===== src/rtl/bsg_counter_window_sampler_pkg.sv =====
// bsg_counter_window_pkg
//   Shared types and default widths for the windowed event-counter sampler.
//   - state_e          : controller state (IDLE / COUNT)
//   - *_default_c      : default parameter values used by the sampler,
//                        its output interface and the saturating counter.
package bsg_counter_window_pkg;

  localparam int width_default_c      = 24;
  localparam int len_width_default_c  = 16;
  localparam int drop_width_default_c = 8;

  typedef enum logic {
    IDLE  = 1'b0,
    COUNT = 1'b1
  } state_e;

endpackage : bsg_counter_window_pkg


===== src/rtl/bsg_counter_window_sampler_if.sv =====
// bsg_counter_window_sampler_if
//   One-deep valid/ready channel carrying a window snapshot.
//   - sample_o       : snapshot count
//   - sample_sat_o   : snapshot saturated
//   - sample_v_o     : snapshot valid
//   - sample_ready_i : consumer accepts when sample_v_o & sample_ready_i
//   Modports: master (sampler side, drives the snapshot) and
//             slave  (collector side, drives ready).
interface bsg_counter_window_sampler_if
  import bsg_counter_window_pkg::*;
#(
  parameter int width_p = width_default_c
) ();

  logic [width_p-1:0] sample_o;
  logic               sample_sat_o;
  logic               sample_v_o;
  logic               sample_ready_i;

  modport master (
    output sample_o,
    output sample_sat_o,
    output sample_v_o,
    input  sample_ready_i
  );

  modport slave (
    input  sample_o,
    input  sample_sat_o,
    input  sample_v_o,
    output sample_ready_i
  );

endinterface : bsg_counter_window_sampler_if


===== src/rtl/bsg_counter_sat_clear_up.sv =====
// bsg_counter_sat_clear_up
//   Saturating up-counter with synchronous clear.
//   - clk_i, reset_n_i : clock, asynchronous active-low reset
//   - clear_i          : next value is zero (wins over up_i), sat cleared
//   - up_i             : increment by one; at all-ones the count holds
//                        and sat_o becomes sticky-set
//   - count_o          : current count
//   - sat_o            : an increment was lost since the last clear
module bsg_counter_sat_clear_up
  import bsg_counter_window_pkg::*;
#(
  parameter int width_p = width_default_c
) (
  input  logic               clk_i,
  input  logic               reset_n_i,
  input  logic               clear_i,
  input  logic               up_i,
  output logic [width_p-1:0] count_o,
  output logic               sat_o
);

  logic [width_p-1:0] count_q, count_d;
  logic               sat_q, sat_d;
  logic               at_max;

  assign at_max = &count_q;

  // NOTE: every variable written here gets a default first, so no path
  // through the block leaves it unassigned and no latch is inferred.
  always_comb begin
    count_d = count_q;
    sat_d   = sat_q;
    if (clear_i) begin
      count_d = '0;
      sat_d   = 1'b0;
    end else if (up_i) begin
      if (at_max) sat_d   = 1'b1;
      else        count_d = count_q + width_p'(1);
    end
  end

  // NOTE: state is updated with non-blocking assignments so all flops
  // sample their inputs from the same edge regardless of statement order.
  always_ff @(posedge clk_i or negedge reset_n_i) begin
    if (!reset_n_i) begin
      count_q <= '0;
      sat_q   <= 1'b0;
    end else begin
      count_q <= count_d;
      sat_q   <= sat_d;
    end
  end

  assign count_o = count_q;
  assign sat_o   = sat_q;

endmodule : bsg_counter_sat_clear_up


===== src/rtl/bsg_counter_window_sampler.sv =====
// bsg_counter_window_sampler
//   Counts event_i pulses over back-to-back windows of window_len_i cycles
//   and presents each window total on a one-deep valid/ready buffer.
//   Ports:
//   - clk_i, reset_n_i : clock, asynchronous active-low reset
//   - en_i             : level enable; low aborts the current window
//   - window_len_i     : window length, captured when leaving IDLE
//   - event_i          : event strobe, one count per high cycle
//   - sample_if        : snapshot channel (master side)
//   - busy_o           : a window is in progress
//   - dropped_o        : saturating count of snapshots lost because the
//                        buffer was still full at window end
module bsg_counter_window_sampler
  import bsg_counter_window_pkg::*;
#(
  parameter int width_p      = width_default_c,
  parameter int len_width_p  = len_width_default_c,
  parameter int drop_width_p = drop_width_default_c
) (
  input  logic                    clk_i,
  input  logic                    reset_n_i,
  input  logic                    en_i,
  input  logic [len_width_p-1:0]  window_len_i,
  input  logic                    event_i,
  bsg_counter_window_sampler_if.master sample_if,
  output logic                    busy_o,
  output logic [drop_width_p-1:0] dropped_o
);

  state_e                  state_q, state_d;
  logic [len_width_p-1:0]  len_q, len_d;
  logic [len_width_p-1:0]  timer_q, timer_d;
  logic [width_p-1:0]      sample_q, sample_d;
  logic                    sample_sat_q, sample_sat_d;
  logic                    sample_v_q, sample_v_d;
  logic [drop_width_p-1:0] dropped_q, dropped_d;

  logic [width_p-1:0]      count;
  logic                    count_sat;
  logic                    counting;
  logic                    window_end;
  logic                    overflow;
  logic [width_p-1:0]      final_count;
  logic                    final_sat;
  logic                    load;
  logic                    cnt_clear;
  logic                    cnt_up;

  // A cycle only contributes to a window while enabled in COUNT; a low
  // en_i in COUNT discards the window, including on its last cycle.
  assign counting   = (state_q == COUNT) && en_i;
  assign window_end = counting && (timer_q == (len_q - len_width_p'(1)));

  // The counter is held cleared outside live windows, so arming always
  // starts from zero, and it is cleared on the window-end edge so the
  // following window starts with no idle gap.
  assign cnt_clear = !counting || window_end;
  assign cnt_up    = counting && event_i;

  bsg_counter_sat_clear_up #(
    .width_p (width_p)
  ) u_event_count (
    .clk_i     (clk_i),
    .reset_n_i (reset_n_i),
    .clear_i   (cnt_clear),
    .up_i      (cnt_up),
    .count_o   (count),
    .sat_o     (count_sat)
  );

  // The registered count lags one event behind: fold in the last cycle's
  // event here so the snapshot covers all len cycles of the window.
  assign overflow    = event_i && (&count);
  assign final_count = (event_i && !(&count)) ? count + width_p'(1) : count;
  assign final_sat   = count_sat || overflow;

  // The buffer can take a new snapshot if empty or drained this same edge.
  assign load = window_end && (!sample_v_q || sample_if.sample_ready_i);

  always_comb begin
    state_d = state_q;
    len_d   = len_q;
    timer_d = timer_q;
    unique case (state_q)
      IDLE: begin
        timer_d = '0;
        if (en_i && (window_len_i != '0)) begin
          state_d = COUNT;
          len_d   = window_len_i;
        end
      end
      COUNT: begin
        if (!en_i) begin
          state_d = IDLE;
          timer_d = '0;
        end else if (window_end) begin
          timer_d = '0;
        end else begin
          timer_d = timer_q + len_width_p'(1);
        end
      end
      default: begin
        state_d = IDLE;
        timer_d = '0;
      end
    endcase
  end

  always_comb begin
    sample_d     = sample_q;
    sample_sat_d = sample_sat_q;
    sample_v_d   = sample_v_q && !sample_if.sample_ready_i;
    dropped_d    = dropped_q;
    if (load) begin
      sample_d     = final_count;
      sample_sat_d = final_sat;
      sample_v_d   = 1'b1;
    end else if (window_end && !(&dropped_q)) begin
      dropped_d = dropped_q + drop_width_p'(1);
    end
  end

  always_ff @(posedge clk_i or negedge reset_n_i) begin
    if (!reset_n_i) begin
      state_q      <= IDLE;
      len_q        <= '0;
      timer_q      <= '0;
      sample_q     <= '0;
      sample_sat_q <= 1'b0;
      sample_v_q   <= 1'b0;
      dropped_q    <= '0;
    end else begin
      state_q      <= state_d;
      len_q        <= len_d;
      timer_q      <= timer_d;
      sample_q     <= sample_d;
      sample_sat_q <= sample_sat_d;
      sample_v_q   <= sample_v_d;
      dropped_q    <= dropped_d;
    end
  end

  assign sample_if.sample_o     = sample_q;
  assign sample_if.sample_sat_o = sample_sat_q;
  assign sample_if.sample_v_o   = sample_v_q;
  assign busy_o                 = (state_q == COUNT);
  assign dropped_o              = dropped_q;

endmodule : bsg_counter_window_sampler


===== src/flat_wrapper.sv =====
// flat-port wrapper written by rule: the top's interface ports become plain ports
module bsg_counter_window_sampler_flat import bsg_counter_window_pkg::*;
#(
  parameter int width_p      = width_default_c,
  parameter int len_width_p  = len_width_default_c,
  parameter int drop_width_p = drop_width_default_c
)
  (clk_i, reset_n_i, en_i, window_len_i, event_i, busy_o, dropped_o, sample_if_sample_o, sample_if_sample_sat_o, sample_if_sample_v_o, sample_if_sample_ready_i);
  bsg_counter_window_sampler_if #(.width_p(width_p)) sample_if_i ();
  input  logic clk_i;
  input  logic reset_n_i;
  input  logic en_i;
  input  logic [len_width_p-1:0] window_len_i;
  input  logic event_i;
  output logic busy_o;
  output logic [drop_width_p-1:0] dropped_o;
  output wire logic [$bits(sample_if_i.sample_o)-1:0] sample_if_sample_o;
  output wire logic [$bits(sample_if_i.sample_sat_o)-1:0] sample_if_sample_sat_o;
  output wire logic [$bits(sample_if_i.sample_v_o)-1:0] sample_if_sample_v_o;
  input wire logic [$bits(sample_if_i.sample_ready_i)-1:0] sample_if_sample_ready_i;
  assign sample_if_sample_o = sample_if_i.sample_o;
  assign sample_if_sample_sat_o = sample_if_i.sample_sat_o;
  assign sample_if_sample_v_o = sample_if_i.sample_v_o;
  assign sample_if_i.sample_ready_i = sample_if_sample_ready_i;
  bsg_counter_window_sampler #(.width_p(width_p), .len_width_p(len_width_p), .drop_width_p(drop_width_p)) u_core (.clk_i(clk_i), .reset_n_i(reset_n_i), .en_i(en_i), .window_len_i(window_len_i), .event_i(event_i), .sample_if(sample_if_i), .busy_o(busy_o), .dropped_o(dropped_o));
endmodule

===== config.mk =====
export PLATFORM = sky130hd
export DESIGN_NAME = bsg_counter_window_sampler_flat
export DESIGN_NICKNAME = d
export VERILOG_FILES = /design/src/rtl/bsg_counter_window_sampler_pkg.sv /design/src/rtl/bsg_counter_window_sampler_if.sv /design/src/rtl/bsg_counter_sat_clear_up.sv /design/src/rtl/bsg_counter_window_sampler.sv /design/src/flat_wrapper.sv
export SDC_FILE = /design/constraint.sdc
export NUM_CORES = 1
export LEC_CHECK = 0
export CAP_MARGIN = 10
export CORE_UTILIZATION = 45
export CTS_BUF_LIST = sky130_fd_sc_hd__clkbuf_8
export DETAILED_ROUTE_END_ITERATION = 8
export GPL_TIMING_DRIVEN = 1
export PLACE_DENSITY = 0.72
export SYNTH_ARGS = -nofsm -noshare
export SYNTH_HDL_FRONTEND = slang
export SYNTH_SLANG_ARGS = --single-unit

===== constraint.sdc =====
create_clock -name clk_i -period 3.21 [get_ports clk_i]
set_clock_uncertainty 0.1 [all_clocks]
set_input_delay 0.4815 -clock clk_i [delete_from_list [all_inputs] [get_ports clk_i]]
set_output_delay 0.4815 -clock clk_i [all_outputs]
set_load 0.1 [all_outputs]

==> metrics.md, run 1 <==
| Metric | Value |
|---|---|
| Area of the multi-input gates | 2217 um^2 |
| Top cell type's share of synthesized area | 0.4954 |
| Wire length per cell | 14.02 um |
| Remaining Overflow, GRT | 0 |
| Std-Cell Rows | 36 |
| Sequential cell area | 2306 um^2 |
| CP max-delay cell | or4b_4 |
| Area of placed instances | 5410 um^2 |
| Max Cap Violations | 0 |
| Final Hold Violating Endpoints | 0 |
| VDD IR max | 0.2457 mV |
| List of most frequent post-synthesis cells | dfrtp_1, nor2_1, xor2_1 |
| Async SR Flop Fraction | 1.000 |
| Clock Latency Late Sink | 0.36 ns |
| Top-count cell post-synth | dfrtp_1 |
| # fillers | 864 |
| CTS Hold Buffers Added | 0 |
| CTS root buffer | clkbuf_8 |
| Tot GR Track Use | 0.1778 |
| Count of cell types in the netlist | 50 |
| Clock Pin Slew Worst Setup and Hold Paths | 0.09 ns |
| Worst-path cell chain | nor4_4, nand4b_2, or4_4, o211ai_2, o211ai_1, or4b_4, nor3_4, buf_12, mux2_4 |
| WS Path Type | flip-flop to flip-flop |
| Die H | 103.6 um |
| Synth-to-layout area growth | 24.48% |
| Worst EP arrival | 3.31 ns |
| Vias in the first global route | 3,259 |
| Pin count of the biggest net entering global routing | 64 |
| Max frequency | 0.3159 GHz |
| Cell accounting for the most synthesized area | dfrtp_1 |
| CTS tree | yes |
| Maximum root-to-sink buffer count | 2 |
| Headroom to the max-slew limit | 0.4722 |
| WL final | 9.293 mm |
| First-pass GRT wire length | 15.49 mm |
| Port buffer count | 55 |
| Status | completed |
| Fin crit share | 0.9862 |
| CP required | 3.35 ns |
| CP Max Fanout | 8 |
| Part of the Yosys area used for sequential elements | 0.4954 |
| I/O Pins | 56 |
| Layout Nets | 550 |
| Post-synthesis simple-gate area fraction | 0.2084 |
| Antenna Violating Nets Remaining | 0 |
| Pwr dens | 420.1 nW/um^2 |
| Setup tns final | 0 ns |
| Cells after synthesis | 441 |
| DRT iter0 DRCs | 168 |
| CTS Buf Count | 9 |
| Initial core utilization | 0.4689 |
| Tot Pwr | 2.430 mW |
| Router iterations before antenna repair | 4 |
| Synth Area in Compound Gates | 0.03500 |
| Slew Viols, Final | 0 |
| Area share of xor/xnor cells in the synthesized design | 0.1074 |
| Mux contribution to synthesized area | 0.1047 |
| Number of synthesized register bits | 92 |
| Most used DFF post-synth | dfrtp_1 |
| Syn_nets | 466 |
| Leak Pwr | 2.598 nW |
| Via count | 3,366 |
| Hpwl dp | 6.527 mm |
| EDFF count, synth | 0 |
| Share of layout cells above drive strength 1 | 0.2302 |
| Tmin final | 3.166 ns |
| H-tree depth | 3 |
| Startpoint types | flip-flop |
| Critical Path Sink Type | flip-flop |
| Worst slew pin tran | 0.7916 ns |
| Adder-Cell Fraction of Synth Area | 0.01077 |
| Die Wd | 103.6 um |
| Clock Sinks | 92 |
| Area contributors post-synth | dfrtp_1, xor2_1, nor2_1, mux2i_1, xnor2_1 |
| Full die area | 10,740 um^2 |
| Synthesized area per cell | 10.54 um^2 |
| RD Place Congestion | 0.8161 |
| Worst reg2reg path depth | 9 |
| Initial antenna violation count | 0 |
| CP max stage delay | 0.53 ns |
| Yosys warning count | 0 |
| Synthesized area | 4647 um^2 |
| RSZ-0062 raised after global routing | true |
| CORE AREA | 9910 um^2 |
| Main combinational cell family by area after synthesis | simple AND/OR/NAND/NOR gates |
| Final setup vio count | 0 |
| Antenna diode count | 0 |
| Residual DRC count | 0 |
| Post-route cell area | 5784 um^2 |
| Via density | 5.077 |
| Worst hold path type | input port to async pin |
-- metrics by stage --
| stage | utilization | setup WS, ns | hold slack [ns] | instances |
|---|---|---|---|---|
| final | 0.5837 | 0.04417 | 0.09660 | 663 |
| after floorplan | - | 0.001849 | 0.08591 | 441 |
| after detailed placement | 0.5460 | 0.02656 | 0.3885 | 637 |
| after global placement | 0.5460 | 0.09279 | 0.3758 | 637 |
| after global routing | 0.5837 | -0.09054 | 0.1650 | 663 |
| after CTS | 0.5662 | 0.006286 | 0.1198 | 653 |
-- metal layers --
layer	track usage	vias up	routed length, um
met5	0	-	0
met4	0.05280	0	80
met3	0.03147	9	316
met2	0.2972	70	4517
met1	0.2360	1610	4379
li1	-	1677	-
-- flip-flops by register name, indices dropped and copies added (netlist names) --
register                       cells
u_core.dropped_o                   8
u_core.busy_o                      1
u_core.u_event_count.count_o      24
u_core.sample_if.sample_v_o        1
u_core.timer_q                    16
u_core.sample_if.sample_o         24
u_core.sample_if.sample_sat_o      1
u_core.len_q                      16
u_core.u_event_count.sat_o         1
-- final timing paths --
path	to	slack [ns]	startpoint
max in group asynchronous	u_core.sample_if.sample_o[4]	2.25	reset_n_i
worst min-delay path	u_core.sample_if.sample_o[18]	0.1	reset_n_i
min in group clk_i	u_core.dropped_o[4]	0.40	u_core.dropped_o[4]
worst min register to register	u_core.dropped_o[4]	0.40	u_core.dropped_o[4]
worst max register to register	u_core.sample_if.sample_o[0]	0.04	u_core.len_q[5]
worst max-delay path	u_core.sample_if.sample_o[0]	0.04	u_core.len_q[5]
-- worst max-delay path: cells and delay by family, from the launching register on --
kind            cells  cell delay [ns]
buf+inv             1             0.20
compound gates      2             0.18
flops               1             0.43
simple gates        5             1.83
mux                 1             0.30
-- logic make-up after synthesis --
family          Yosys count
simple gates            182
xor+xnor                 57
mux                      44
flops                    92
buf+inv                  39
fa+ha+maj                 4
compound gates           23
-- what timing repair did --
item	CTS	global route
setup buffers	0	8
endpoints found under the setup margin	0	69
gates resized for setup	0	16
-- power by group --
| group | total [mW] | switching [mW] | leakage (nW) | internal [mW] |
|---|---|---|---|---|
| Sequential | 1.26 | 0.0536 | 1.14 | 1.20 |
| Combinational | 0.381 | 0.195 | 1.37 | 0.186 |
| Clock | 0.791 | 0.426 | 0.0952 | 0.365 |
-- final cells by class --
type	instances	area share
Timing Repair Buffer	85	0.1371
Sequential cell	92	0.3987
Clock inverter	7	0.01319
Tap cell	133	0.02877
Multi-Input combinational cell	310	0.3833
Inverter	27	0.01752
Clock buffer	9	0.02141
-- cells in the final DEF (no fill, tap or decap), types with 4 or more instances in the layout --
master | netlist | layout
nor2b_1 | 7 | 6
nand4_1 | 11 | 11
xor2_1 | 33 | 33
nor2_1 | 60 | 60
nor4_1 | 4 | 4
nor3_1 | 10 | 10
inv_1 | 27 | 27
a21oi_1 | 6 | 6
buf_4 | 0 | 54
mux2_4 | 5 | 5
mux2_2 | 17 | 17
buf_6 | 1 | 6
nand2_1 | 24 | 23
nand3_1 | 28 | 27
clkbuf_8 | 0 | 9
and3_1 | 12 | 12
dfrtp_1 | 92 | 89
buf_12 | 0 | 4
xnor2_1 | 24 | 24
clkdlybuf4s50_1 | 0 | 19
mux2i_1 | 22 | 22
Note: power is estimated with default switching activity, not from simulation.
==> inputs of run 2 (changes only) <==
Settings changed: PLACE_DENSITY 0.72 to 0.7.
Clock period 3.21 ns to 3.4 ns, I/O delays scaled along.
==> metrics.md, run 2 (synthesis results as in run 1) <==
| Metric | Value |
|---|---|
| Status | completed (unchanged) |
| Hpwl dp | 6.386 mm (was 6.527 mm) |
| Sequential Power Share | 0.521 (was 0.518) |
| WL final | 9.095 mm (was 9.293 mm) |
| Headroom to the max-slew limit | 0.3470 (was 0.4722) |
| Vias in the first global route | 3,369 (was 3,259) |
| Wire length per cell | 13.93 um (was 14.02 um) |
| Port buffer count | 55 (unchanged) |
| Max frequency | 0.3105 GHz (was 0.3159 GHz) |
| Final Hold Violating Endpoints | 0 (unchanged) |
| Reg2Reg Setup Slack | 0.18 ns (was 0.04 ns) |
| First-pass GRT wire length | 15.95 mm (was 15.49 mm) |
| Most common cell after layout, fill and taps aside | dfrtp_1 (unchanged) |
| RD Place Congestion | 0.8318 (was 0.8161) |
| Sw Ratio | 0.2687 (was 0.2776) |
| Clock Pin Slew Worst Setup and Hold Paths | 0.09 ns (about the same) |
| Pin count of the biggest net entering global routing | 66 (was 64) |
| CTS tree | yes (unchanged) |
| Final setup vio count | 0 (unchanged) |
| Synth-to-layout area growth | 22.89% (was 24.48%) |
| # fillers | 874 (was 864) |
| Net Switching | 0.6237 mW (was 0.6746 mW) |
| Most frequent cells in the layout | dfrtp_1, nor2_1, clkdlybuf4s50_1 (was dfrtp_1, nor2_1, buf_4) |
| Tot Pwr | 2.321 mW (was 2.430 mW) |
| Remaining Overflow, GRT | 0 (unchanged) |
| Worst hold path type | input port to async pin (unchanged) |
| DRT iter0 DRCs | 123 (was 168) |
| CTS Hold Buffers Added | 0 (unchanged) |
| Layout Nets | 540 (was 550) |
| Via density | 5.141 (was 5.077) |
| Die Wd | 103.6 um (unchanged) |
| Fin Hold WS | 0.1329 ns (was 0.09660 ns) |
| Leak Pwr | 2.539 nW (was 2.598 nW) |
| CTS root buffer | clkbuf_8 (unchanged) |
| Initial core utilization | 0.4689 (unchanged) |
| Critical Path Sink Type | flip-flop (unchanged) |
| Via count | 3,357 (was 3,366) |
| Final WS setup | 0.1789 ns (was 0.04417 ns) |
| Worst slew pin tran | 0.9764 ns (was 0.7916 ns) |
| H-tree depth | 3 (unchanged) |
| Clock power share | 0.351 (was 0.326) |
| Tot GR Track Use | 0.1846 (was 0.1778) |
| P_int | 1.697 mW (was 1.755 mW) |
| CORE AREA | 9910 um^2 (unchanged) |
| Fin crit share | 0.9474 (was 0.9862) |
| Residual DRC count | 0 (unchanged) |
| Part of the power in combinational logic | 0.129 (was 0.157) |
| Worst reg2reg path depth | 10 (was 9) |
| CP required | 3.58 ns (was 3.35 ns) |
| Full die area | 10,740 um^2 (unchanged) |
| Die H | 103.6 um (unchanged) |
| Maximum root-to-sink buffer count | 2 (unchanged) |
| Router iterations before antenna repair | 4 (unchanged) |
| VDD IR max | 0.2358 mV (was 0.2457 mV) |
| Max Cap Violations | 0 (unchanged) |
| Worst EP arrival | 3.40 ns (was 3.31 ns) |
| WS Path Type | flip-flop to flip-flop (unchanged) |
| Share of layout cells above drive strength 1 | 0.1462 (was 0.2302) |
| Std-Cell Rows | 36 (unchanged) |
| Post-Place Setup Slack | 0.06344 ns (was 0.02656 ns) |
| Clock Sinks | 92 (unchanged) |
| CP Max Fanout | 14 (was 8) |
| I/O Pins | 56 (unchanged) |
| Startpoint types | flip-flop (unchanged) |
| Initial antenna violation count | 0 (unchanged) |
| Pwr dens | 406.4 nW/um^2 (was 420.1 nW/um^2) |
| CTS Buf Count | 9 (unchanged) |
| Slew Viols, Final | 0 (unchanged) |
| Clock Latency Late Sink | 0.36 ns (about the same) |
| Antenna Violating Nets Remaining | 0 (unchanged) |
| Antenna diode count | 0 (unchanged) |
| Tmin final | 3.221 ns (was 3.166 ns) |
-- run 2: cell types whose count changed in the layout (fill, tap and decap cells not counted), sizes merged, moves of 2 or more --
| cell | previous run | this run |
|---|---|---|
| buf | 64 | 25 |
| clkinvlp | 3 | 1 |
| clkinv | 0 | 2 |
| clkdlybuf4s50 | 19 | 50 |
| clkbuf | 11 | 9 |
-- run 2: final timing paths --
kind / start / end
worst min-delay path: reset_n_i / u_core.sample_if.sample_o[14]
worst max register to register: u_core.len_q[7] / u_core.sample_if.sample_o[22]
min in group clk_i: u_core.dropped_o[4] / u_core.dropped_o[4]
max in group asynchronous: reset_n_i / u_core.dropped_o[0]
worst min register to register: u_core.dropped_o[4] / u_core.dropped_o[4]
worst max-delay path: u_core.len_q[7] / u_core.sample_if.sample_o[22]
-- run 2: area by class of cell --
cell class	instances	area, um^2	area share
Tap cell	133	166.4	0.02914
Clock buffer	9	123.9	0.02169
Inverter	27	101.3	0.01775
Timing Repair Buffer	75	713.2	0.1249
Sequential cell	92	2307	0.4040
Multi-Input combinational cell	310	2198	0.3850
Clock inverter	7	100.1	0.01753
-- run 2: worst max-delay path, cell delays in order (launching register included) --
cell      delay (ns)
dfrtp_1         0.44
nor4_4          0.37
nand4b_4        0.16
or4_4           0.54
o211ai_2        0.08
o211ai_1        0.10
or4b_4          0.56
nor3_4          0.22
buf_12          0.18
buf_4           0.18
mux2i_1         0.20
-- run 2: power by group through the flow --
stage	Sequential, mW	Combinational [mW]	Clock [mW]
2_1_floorplan	1.23	0.163	0
3_3_place_gp	1.22	0.287	0
3_5_place_dp	1.22	0.293	0
4_1_cts	1.20	0.295	0.844
5_1_grt	1.22	0.331	0.890
6_report	1.21	0.299	0.814
-- run 2: timing repair --
| action | CTS | global route |
|---|---|---|
| resized for setup | 0 | 8 |
| setup buffers | 0 | 7 |
| setup endpoints to repair | 0 | 13 |
-- run 2: per-stage QoR --
step | setup TNS, ns | util | cells | area [um^2]
finish | 0 | 0.5763 | 653 | 5710
global route | -0.04382 | 0.5763 | 653 | 5710
CTS | 0 | 0.5673 | 646 | 5622
detailed placement | 0 | 0.5447 | 630 | 5398
global placement | 0 | 0.5447 | 630 | 5398
floorplan | 0 | - | 441 | 4647
-- run 2: per-layer routing --
metal / GRT usage / routed length [um] / share of wire
met1: 0.2514 / 4283 / 0.47
met2: 0.2948 / 4433 / 0.49
met3: 0.03776 / 254 / 0.028
met4: 0.06004 / 124 / 0.014
met5: 0 / 0 / 0
==> inputs of run 3 (changes only) <==
Settings changed: CORE_UTILIZATION 45 to 40, PLACE_DENSITY 0.7 to 0.63, TNS_END_PERCENT from default to 5.
==> metrics.md, run 3 (synthesis results as in run 1) <==
| Metric | Value |
|---|---|
| First-pass GRT wire length | 16.21 mm (was 15.95 mm) |
| Worst Setup SP | u_core.len_q[0] (was u_core.len_q[7]) |
| RD Place Congestion | 0.8198 (was 0.8318) |
| Clock Sinks | 92 (unchanged) |
| Final WS setup | 0.1839 ns (was 0.1789 ns) |
| Final Hold Violating Endpoints | 0 (unchanged) |
| Sequential cell area | 2302 um^2 (was 2307 um^2) |
| Tmin final | 3.216 ns (was 3.221 ns) |
| Port buffer count | 55 (unchanged) |
| I/O Pins | 56 (unchanged) |
| Worst hold path type | input port to async pin (unchanged) |
| Worst slew pin tran | 0.9758 ns (was 0.9764 ns) |
| CTS root buffer | clkbuf_8 (unchanged) |
| Slew Viols, Final | 0 (unchanged) |
| Antenna Violating Nets Remaining | 0 (unchanged) |
| Critical Path Sink Type | flip-flop (unchanged) |
| DRT iter0 DRCs | 134 (was 123) |
| Initial core utilization | 0.4195 (was 0.4689) |
| Share of layout cells above drive strength 1 | 0.1404 (was 0.1462) |
| Via density | 5.130 (was 5.141) |
| Most frequent cells in the layout | dfrtp_1, nor2_1, clkdlybuf4s50_1 (unchanged) |
| CP max-delay cell | or4b_4 (unchanged) |
| Setup tns final | 0 ns (unchanged) |
| Initial antenna violation count | 0 (unchanged) |
| VDD IR max | 0.2384 mV (was 0.2358 mV) |
| Worst EP arrival | 3.37 ns (was 3.40 ns) |
| Std-Cell Rows | 38 (was 36) |
| # fillers | 1,069 (was 874) |
| Max frequency | 0.3109 GHz (was 0.3105 GHz) |
| Leak Pwr | 2.511 nW (was 2.539 nW) |
| CP required | 3.55 ns (was 3.58 ns) |
| Full die area | 12,050 um^2 (was 10,740 um^2) |
| Clock Latency Late Sink | 0.38 ns (was 0.36 ns) |
| Via count | 3,386 (was 3,357) |
| Worst-path cell chain | inv_1, ha_1, nor3b_2, nand2_1, and2_1, o32ai_1, o211ai_1, or4b_4, nor3_4, buf_12, mux2_4 (was nor4_4, nand4b_4, or4_4, o211ai_2, o211ai_1, or4b_4, nor3_4, buf_12, buf_4, mux2i_1) |
| CTS Hold Buffers Added | 0 (unchanged) |
| Synth-to-layout area growth | 22.46% (was 22.89%) |
| Remaining Overflow, GRT | 0 (unchanged) |
| CORE AREA | 11,080 um^2 (was 9910 um^2) |
| Final setup vio count | 0 (unchanged) |
| Residual DRC count | 0 (unchanged) |
| Status | completed (unchanged) |
| Max Cap Violations | 0 (unchanged) |
| Area of placed instances | 5456 um^2 (was 5398 um^2) |
| Die Wd | 109.8 um (was 103.6 um) |
| Die H | 109.8 um (was 103.6 um) |
| Finished Layout Cells | 660 (was 653) |
| CTS tree | yes (unchanged) |
| Maximum root-to-sink buffer count | 2 (unchanged) |
| Fin crit share | 0.9459 (was 0.9474) |
| Tot GR Track Use | 0.1756 (was 0.1846) |
| Post-route cell area | 5690 um^2 (was 5710 um^2) |
| Pwr dens | 387.6 nW/um^2 (was 406.4 nW/um^2) |
| Router iterations before antenna repair | 4 (unchanged) |
| H-tree depth | 3 (unchanged) |
| CP Max Fanout | 11 (was 14) |
| WL final | 9.652 mm (was 9.095 mm) |
| R2r startpoint | u_core.len_q[0] (was u_core.len_q[7]) |
| Layout Nets | 540 (unchanged) |
| CP max stage delay | 0.56 ns (about the same) |
| DP Cell Count | 642 (was 630) |
| Startpoint types | flip-flop (unchanged) |
| Post-Place Setup Slack | 0.1273 ns (was 0.06344 ns) |
| CTS Buf Count | 9 (unchanged) |
| Most common cell after layout, fill and taps aside | dfrtp_1 (unchanged) |
| Antenna diode count | 0 (unchanged) |
| Headroom to the max-slew limit | 0.3474 (was 0.3470) |
| WS Path Type | flip-flop to flip-flop (unchanged) |
| Wire length per cell | 14.62 um (was 13.93 um) |
| Vias in the first global route | 3,423 (was 3,369) |
| Area of the multi-input gates | 2192 um^2 (was 2198 um^2) |
| Hpwl dp | 6.577 mm (was 6.386 mm) |
| Clock Pin Slew Worst Setup and Hold Paths | 0.09 ns (about the same) |
| Pin count of the biggest net entering global routing | 93 (was 66) |
-- run 3: cell type report --
cell class / count / area share
clock buffer: 9 / 0.02177
clock inverter: 7 / 0.009235
inverter: 27 / 0.01781
multi-input combinational: 310 / 0.3852
sequential: 92 / 0.4046
tap: 140 / 0.03078
timing repair buffer: 75 / 0.1306
-- run 3: worst max-delay path: cells and delay by family (launching register included) --
family	cells	cell delay, ns
flops	1	0.45
fa+ha+maj	1	0.20
compound gates	2	0.41
buf+inv	2	0.30
mux	1	0.31
simple gates	5	1.32
-- run 3: what timing repair did --
action                                  CTS  global route
endpoints found under the hold margin     0             0
gates resized for setup                   0             4
setup buffers                             0             1
endpoints found under the setup margin    0            11
-- run 3: worst paths after layout --
| path | endpoint | slack (ns) | cells past startpoint |
|---|---|---|---|
| setup / recovery | u_core.sample_if.sample_o[0] | 0.18 | 11 |
| hold / removal | u_core.sample_if.sample_o[16] | 0.07 | 2 |
| setup reg to reg | u_core.sample_if.sample_o[0] | 0.18 | 11 |
| hold reg to reg | u_core.dropped_o[6] | 0.39 | 1 |
| max in group asynchronous | u_core.timer_q[15] | 2.72 | 2 |
| min in group clk_i | u_core.dropped_o[6] | 0.39 | 1 |
-- run 3: per-stage QoR --
stage | hold WS, ns | util | power (mW)
finish | 0.07373 | 0.5137 | 2.206
global route | 0.1027 | 0.5137 | 2.325
CTS | 0.08897 | 0.5085 | 2.235
detailed placement | 0.3853 | 0.4925 | 1.539
global placement | 0.3755 | 0.4925 | 1.530
floorplan | 0.1144 | - | 1.393
-- run 3: power breakdown --
group          internal (mW)  switching, mW
clock                  0.269          0.412
combinational          0.158          0.175
sequential              1.14         0.0556
total                   1.56          0.642
-- run 3: metal layers --
layer	vias to the layer above	track usage	wire length (um)
met1	1661	0.2292	4686
met5	-	0	0
met3	4	0.05098	297
li1	1667	-	-
met4	0	0.04095	19
met2	54	0.2866	4649
